File: config.mk
export PLATFORM = sky130hd
export DESIGN_NAME = s2p_deserializer
export DESIGN_NICKNAME = d
export VERILOG_FILES = /design/src/rtl/s2p_deserializer_pkg.sv /design/src/rtl/s2p_deserializer_out_stage.sv /design/src/rtl/s2p_deserializer.sv
export SDC_FILE = /design/constraint.sdc
export NUM_CORES = 1
export LEC_CHECK = 0
export BUFFER_PORTS_ARGS = -buffer_cell sky130_fd_sc_hd__clkbuf_2
export CORE_ASPECT_RATIO = 2
export CORE_MARGIN = 2
export CORE_UTILIZATION = 26
export DETAILED_ROUTE_END_ITERATION = 12
export GPL_TIMING_DRIVEN = 1
export HOLD_SLACK_MARGIN = 0.06
export PLACE_DENSITY_LB_ADDON = 0.3
export RECOVER_POWER = 100
export SETUP_SLACK_MARGIN = 0.2
export SYNTH_ARGS = -nofsm -noshare
export SYNTH_HDL_FRONTEND = slang
export SYNTH_HIERARCHICAL = 1
export SYNTH_SLANG_ARGS = --single-unit
export TNS_END_PERCENT = 10
File: constraint.sdc
create_clock -name clk -period 5.8 [get_ports clk]
set_clock_uncertainty 0.1 [all_clocks]
set_input_delay 0.87 -clock clk [delete_from_list [all_inputs] [get_ports clk]]
set_output_delay 0.87 -clock clk [all_outputs]
set_load 0.1 [all_outputs]
File: src/rtl/s2p_deserializer_pkg.sv
`default_nettype none
// ============================================================================
//  Module   : s2p_pkg
//  Purpose  : Shared types and constants for the serial-to-parallel converter.
//  Revision : 1.0
// ============================================================================
package s2p_pkg;

    localparam int WIDTH_MIN = 2;
    localparam int WIDTH_MAX = 32;

    typedef enum logic [1:0] {
        ST_IDLE  = 2'd0,
        ST_SHIFT = 2'd1,
        ST_PAR   = 2'd2
    } s2p_state_e;

    // Bits needed to hold values 0..value-1 (minimum 1).
    function automatic int clog2(input int value);
        int r;
        r = 0;
        for (int v = value - 1; v > 0; v = v >> 1) begin
            r = r + 1;
        end
        if (r == 0) begin
            r = 1;
        end
        return r;
    endfunction

endpackage
`default_nettype wire

File: src/rtl/s2p_deserializer_out_stage.sv
`default_nettype none
// ============================================================================
//  Module   : s2p_out_stage
//  Purpose  : Holding register, valid/ready handshake, parity flag, overrun.
//  Revision : 1.0
// ============================================================================
module s2p_out_stage #(
    parameter int WIDTH = 8
) (
    input  logic             clk,
    input  logic             rst_n,
    input  logic             i_load,
    input  logic [WIDTH-1:0] i_word,
    input  logic             i_parity_err,
    input  logic             i_ready,
    input  logic             i_sync,
    output logic [WIDTH-1:0] o_word,
    output logic             o_valid,
    output logic             o_parity_err,
    output logic             o_overrun
);

    logic [WIDTH-1:0] word_q, word_d;
    logic             valid_q, valid_d;
    logic             perr_q, perr_d;
    logic             ovr_q, ovr_d;

    always_comb begin
        word_d  = word_q;
        valid_d = valid_q;
        perr_d  = perr_q;
        ovr_d   = ovr_q;

        // Overrun clears only when realigning with nothing pending; the set
        // below needs valid_q=1, so the two never collide.
        if (i_sync && !valid_q) begin
            ovr_d = 1'b0;
        end

        if (i_load) begin
            word_d  = i_word;
            perr_d  = i_parity_err;
            valid_d = 1'b1;
            if (valid_q && !i_ready) begin
                ovr_d = 1'b1;
            end
        end else if (valid_q && i_ready) begin
            valid_d = 1'b0;
        end
    end

    always_ff @(posedge clk or negedge rst_n) begin
        if (!rst_n) begin
            word_q  <= '0;
            valid_q <= 1'b0;
            perr_q  <= 1'b0;
            ovr_q   <= 1'b0;
        end else begin
            word_q  <= word_d;
            valid_q <= valid_d;
            perr_q  <= perr_d;
            ovr_q   <= ovr_d;
        end
    end

    assign o_word       = word_q;
    assign o_valid      = valid_q;
    assign o_parity_err = perr_q;
    assign o_overrun    = ovr_q;

endmodule
`default_nettype wire

File: src/rtl/s2p_deserializer.sv
`default_nettype none
// ============================================================================
//  Module   : s2p_deserializer
//  Purpose  : Parametrised serial-to-parallel converter with optional parity.
//  Revision : 1.0
// ============================================================================
module s2p_deserializer
    import s2p_pkg::*;
#(
    parameter int WIDTH     = 8,
    parameter int MSB_FIRST = 1,
    parameter int PARITY_EN = 0
) (
    input  logic             clk,
    input  logic             rst_n,
    input  logic             bit_en,
    input  logic             serial_in,
    input  logic             sync,
    output logic [WIDTH-1:0] par_out,
    output logic             out_valid,
    input  logic             out_ready,
    output logic             parity_err,
    output logic             overrun,
    output logic             busy
);

    localparam int              CNT_W    = clog2(WIDTH);
    localparam logic [CNT_W-1:0] CNT_LAST = CNT_W'(WIDTH - 1);

    generate
        if (WIDTH < WIDTH_MIN || WIDTH > WIDTH_MAX) begin : g_bad_width
            $error("s2p_deserializer: WIDTH out of range");
        end
    endgenerate

    s2p_state_e       state_q, state_d;
    logic [CNT_W-1:0] bit_cnt_q, bit_cnt_d;
    logic [WIDTH-1:0] shift_q, shift_d;
    logic             busy_q, busy_d;

    s2p_state_e       w_base_state;
    logic [CNT_W-1:0] w_base_cnt;
    logic [WIDTH-1:0] w_base_shift;
    logic [WIDTH-1:0] w_shifted;
    logic [WIDTH-1:0] w_word;
    logic             w_load;
    logic             w_par_bit;
    logic             w_perr;

    // sync acts first so a bit sampled in the same cycle starts a fresh frame.
    assign w_base_state = sync ? ST_IDLE : state_q;
    assign w_base_cnt   = sync ? '0 : bit_cnt_q;
    assign w_base_shift = sync ? '0 : shift_q;

    generate
        if (MSB_FIRST != 0) begin : g_msb_first
            assign w_shifted = {w_base_shift[WIDTH-2:0], serial_in};
        end else begin : g_lsb_first
            assign w_shifted = {serial_in, w_base_shift[WIDTH-1:1]};
        end
    endgenerate

    always_comb begin
        state_d   = w_base_state;
        bit_cnt_d = w_base_cnt;
        shift_d   = w_base_shift;
        w_load    = 1'b0;
        w_word    = w_shifted;
        w_par_bit = 1'b0;

        if (bit_en) begin
            if (w_base_state == ST_PAR) begin
                w_load    = 1'b1;
                w_word    = w_base_shift;
                w_par_bit = serial_in;
                state_d   = ST_IDLE;
                shift_d   = '0;
                bit_cnt_d = '0;
            end else begin
                shift_d = w_shifted;
                if (w_base_cnt == CNT_LAST) begin
                    bit_cnt_d = '0;
                    if (PARITY_EN != 0) begin
                        state_d = ST_PAR;
                    end else begin
                        state_d = ST_IDLE;
                        w_load  = 1'b1;
                        shift_d = '0;
                    end
                end else begin
                    bit_cnt_d = w_base_cnt + 1'b1;
                    state_d   = ST_SHIFT;
                end
            end
        end

        busy_d = (state_d != ST_IDLE);
    end

    assign w_perr = (PARITY_EN != 0) ? ((^w_word) ^ w_par_bit) : 1'b0;

    always_ff @(posedge clk or negedge rst_n) begin
        if (!rst_n) begin
            state_q   <= ST_IDLE;
            bit_cnt_q <= '0;
            shift_q   <= '0;
            busy_q    <= 1'b0;
        end else begin
            state_q   <= state_d;
            bit_cnt_q <= bit_cnt_d;
            shift_q   <= shift_d;
            busy_q    <= busy_d;
        end
    end

    assign busy = busy_q;

    s2p_out_stage #(
        .WIDTH (WIDTH)
    ) u_out_stage (
        .clk          (clk),
        .rst_n        (rst_n),
        .i_load       (w_load),
        .i_word       (w_word),
        .i_parity_err (w_perr),
        .i_ready      (out_ready),
        .i_sync       (sync),
        .o_word       (par_out),
        .o_valid      (out_valid),
        .o_parity_err (parity_err),
        .o_overrun    (overrun)
    );

endmodule
`default_nettype wire
==> run summary <==
The number of gates given a new drive strength after cts came out at 0. The die covers 5420 um2. The cell seen most often among critical-path stages is ha_1. The internal power is 0.000236 W. For this design, the sink count on the clock tree is 25. The sequential group share of total power came out at 58.6%. For this configuration, the core starts out at a cell density of 27.2%. The netlist area before placement came out at 1250 um2. The final cell count without fillers is 184. Traced cell by cell, the critical path runs through clkbuf_1 > and2b_1 > ha_1 > ha_1 > nor2b_4 > nor2b_1 > mux2_2. Broken down by cell family, the worst path's largest delay share belongs to simple AND/OR/NAND/NOR gates. The number of antenna violations at the first check in global routing is 0. The total of endpoints with negative setup slack in the final report is 0. The top cell types in the final layout, fill and taps aside, are 25 x dfrtp_1, 17 x nand2_1, 16 x clkbuf_1.

The die is 53.1 um wide. The number of nets in the final layout is 138. The vertical die dimension is 102 um. The number of top-level pins came out at 18. The switching component of the power is 0.0000741 W. The share of total power dissipated in combinational logic is 8.7%. The CTS tree is yes.

The maximum VDD drop came out at 140 uV. The sequential cell area fraction in the yosys report came out at 50.0%. The most common cell after layout, fill and taps aside is dfrtp_1. The kind of start point of the critical path is an input port. The type of the worst setup path is input port to register. The maximum number of pins on one net before global-route repair came out at 26. The clock network fraction of design power came out at 32.7%. The synthesized netlist net count is 121. The endpoint arrival time on the critical path came out at 3.13 ns. Summed over all nets, the half-perimeter wirelength after detailed placement is 1880 um. The number of hold-slack violations in the final timing report came out at 0.

After detailed routing, the total wire length is 2520 um. For this run, the top clock speed supported by timing is 324 MHz. The post-synthesis sequential element count came out at 25.

The placed standard-cell area is 1390 um2. The number of different library cells in the post-synthesis netlist is 28. The data required time at the worst endpoint is 5.85 ns. The clock input transition at the sequential cells of the worst setup and hold paths is 0.08 ns. Setup repair after global routing left no endpoint under its margin. The setup fix buffers added after clock tree synthesis is 0. The cell total after placement is 180. The slowest cell on the critical path is nor2b_1. The post-route netlist has 13.2% of its cells at a drive strength greater than 1. For the pin with the worst max-slew slack, the measured transition is 1.39 ns. After detailed routing, the average wire length per cell comes to 13.7 um. The worst path in the final design needs a cycle of 3.08 ns, including I/O delays and setup.

The worst hold path class is register to register. The insertion delay to the later sink of the worst-skew pair came out at 0.26 ns. The total global-route track usage is 10.5%. CTS placed an instance of clkbuf_8 at the clock tree root. The number of input and output port buffers inserted is 17. The switching power share of the total came out at 23.9%. The remaining global-route overflow is 0. The largest fanout on the critical path came out at 17.

For this design the static power due to leakage is 0.668 nW. The number of antenna diodes in the final layout is 0. Summed over all failing endpoints, the final setup total negative slack is 0 ns. Across the run, the number of max-cap violations was 0. The average instance in the mapped netlist occupies 11.1 um2. Counting both buffers and inverters, the worst setup path holds a total of 1. The number of cells produced by synthesis is 113.

The total power per unit cell area came out at 225 nW/um2. The final instance area came out at 1380 um2. Compared with the post-synthesis result, the final layout area differs by 10.2%. The core area came out at 4600 um2. The type of destination of the critical path is a register. The max-slew violation total from the final report is 0.

The detail route stage leaves a number of antenna-violating nets equal to 0. The hold buffer count at cts came out at 0. The remaining routing DRC violations is 0. The number of DRC violations after detailed-routing iteration 0 is 18.

The number of clock buffers added by TritonCTS is 3. Measured against its own limit, the worst slew margin works out to 7.34%. The maximum count of clock buffers along a single path came out at 2.

The number of vias in the routed layout came out at 843. The global-route wire length before repair is 4310 um. The number of global-route vias before repair came out at 883.

In the finished design, the share of the clock period the worst path needs comes to 53.1%. The number of vias per cell is 4.58. The worst stage delay on the critical path is 0.72 ns. The number of H-tree levels is 1. The synthesis warning total came out at 6.

The floorplan row count came out at 35. The run finished with clean final reports. The weighted congestion reported at the end of routability-driven placement is 0.737. The detailed-routing iteration count for the pre-antenna-repair pass is 3.
==> sequential cells by signal, indices dropped and copies added, names as in the netlist <==
| name | count |
|---|---|
| bit_cnt_q | 3 |
| state_q | 2 |
| u_out_stage/o_overrun | 1 |
| busy | 1 |
| u_out_stage/o_parity_err | 1 |
| shift_q | 8 |
| u_out_stage/o_valid | 1 |
| u_out_stage/o_word | 8 |
==> final cells by class <==
type                    count  area [um2]
inverters                   2        7.51
well taps                  55        68.8
fillers                   500        3220
repair buffers             18        71.3
flip-flops and latches     25         626
clock buffers               4        45.0
multi-input cells          80         561
==> logic make-up (layout without fill, tap and decap cells) <==
logic type	after synthesis	count (layout)	share of synthesized area [%]
adder cells (fa/ha/maj)	2	2	2.00
AO/OA/AOI/OAI	9	9	4.50
XOR/XNOR	1	1	0.700
buffers and inverters	8	24	3.30
flip-flops	25	25	50.0
other	1	1	0.300
multiplexers	15	15	15.6
AND/OR/NAND/NOR	52	52	23.6
==> cell usage after synthesis (all sizes together) <==
master | instances | area [um2]
a21o | 1 | 8.76
a31o | 1 | 8.76
and2b | 3 | 22.5
buf | 5 | 30.0
clkbuf | 1 | 3.75
conb | 1 | 3.75
dfrtp | 25 | 626
ha | 2 | 25.0
inv | 2 | 7.51
mux2 | 9 | 135
mux2i | 6 | 60.1
nand2 | 17 | 63.8
nand2b | 5 | 31.3
nand3b | 1 | 7.51
nand4b | 6 | 52.6
nor2 | 9 | 33.8
nor2b | 6 | 47.5
nor3 | 2 | 10.0
nor3b | 1 | 7.51
nor4bb | 1 | 10.0
o21ai | 6 | 30.0
o22a | 1 | 8.76
or3b | 1 | 8.76
xnor2 | 1 | 8.76
==> power by group through the flow <==
stage          Clock (W)  Sequential (W)  Combinational (W)
6_report        0.000101        0.000182          0.0000269
5_1_grt         0.000112        0.000182          0.0000306
4_1_cts         0.000107        0.000181          0.0000284
3_5_place_dp           0        0.000185          0.0000283
3_3_place_gp           0        0.000185          0.0000276
2_1_floorplan          0        0.000190          0.0000129
==> per-layer routing <==
metal  part of all wire (%)  vias up  GRT usage (%)  routed length (um)
met5                      0        -              0                   0
met4                    1.2        0           3.55                  31
met3                    3.1        2           1.02                  78
met2                     56       10           19.7                1420
met1                     40      418           11.9                 997
li1                       -      413              -                   -
==> stage by stage <==
stage	setup slack [ns]	hold WS, ns	total power [W]	utilization [%]
floorplan	3.42	0.346	0.000203	-
global placement	2.44	0.379	0.000212	30.1
detailed placement	2.31	0.400	0.000213	30.1
CTS	2.61	0.425	0.000317	31.1
global route	2.50	0.431	0.000325	30.0
finish	2.72	0.401	0.000310	30.0
==> path summary, 6_finish.rpt <==
check | startpoint | endpoint | slack [ns] | cells past startpoint
setup / recovery | sync | u_out_stage/o_word[0] | 2.72 | 7
hold / removal | u_out_stage/o_word[6] | u_out_stage/o_word[6] | 0.40 | 1
setup reg to reg | state_q[0] | u_out_stage/o_word[0] | 3.34 | 4
hold reg to reg | u_out_stage/o_word[6] | u_out_stage/o_word[6] | 0.40 | 1
max in group asynchronous | rst_n | u_out_stage/o_word[7] | 3.98 | 1
min in group asynchronous | rst_n | shift_q[5] | 0.81 | 1
(Power assumes the default switching activity.)
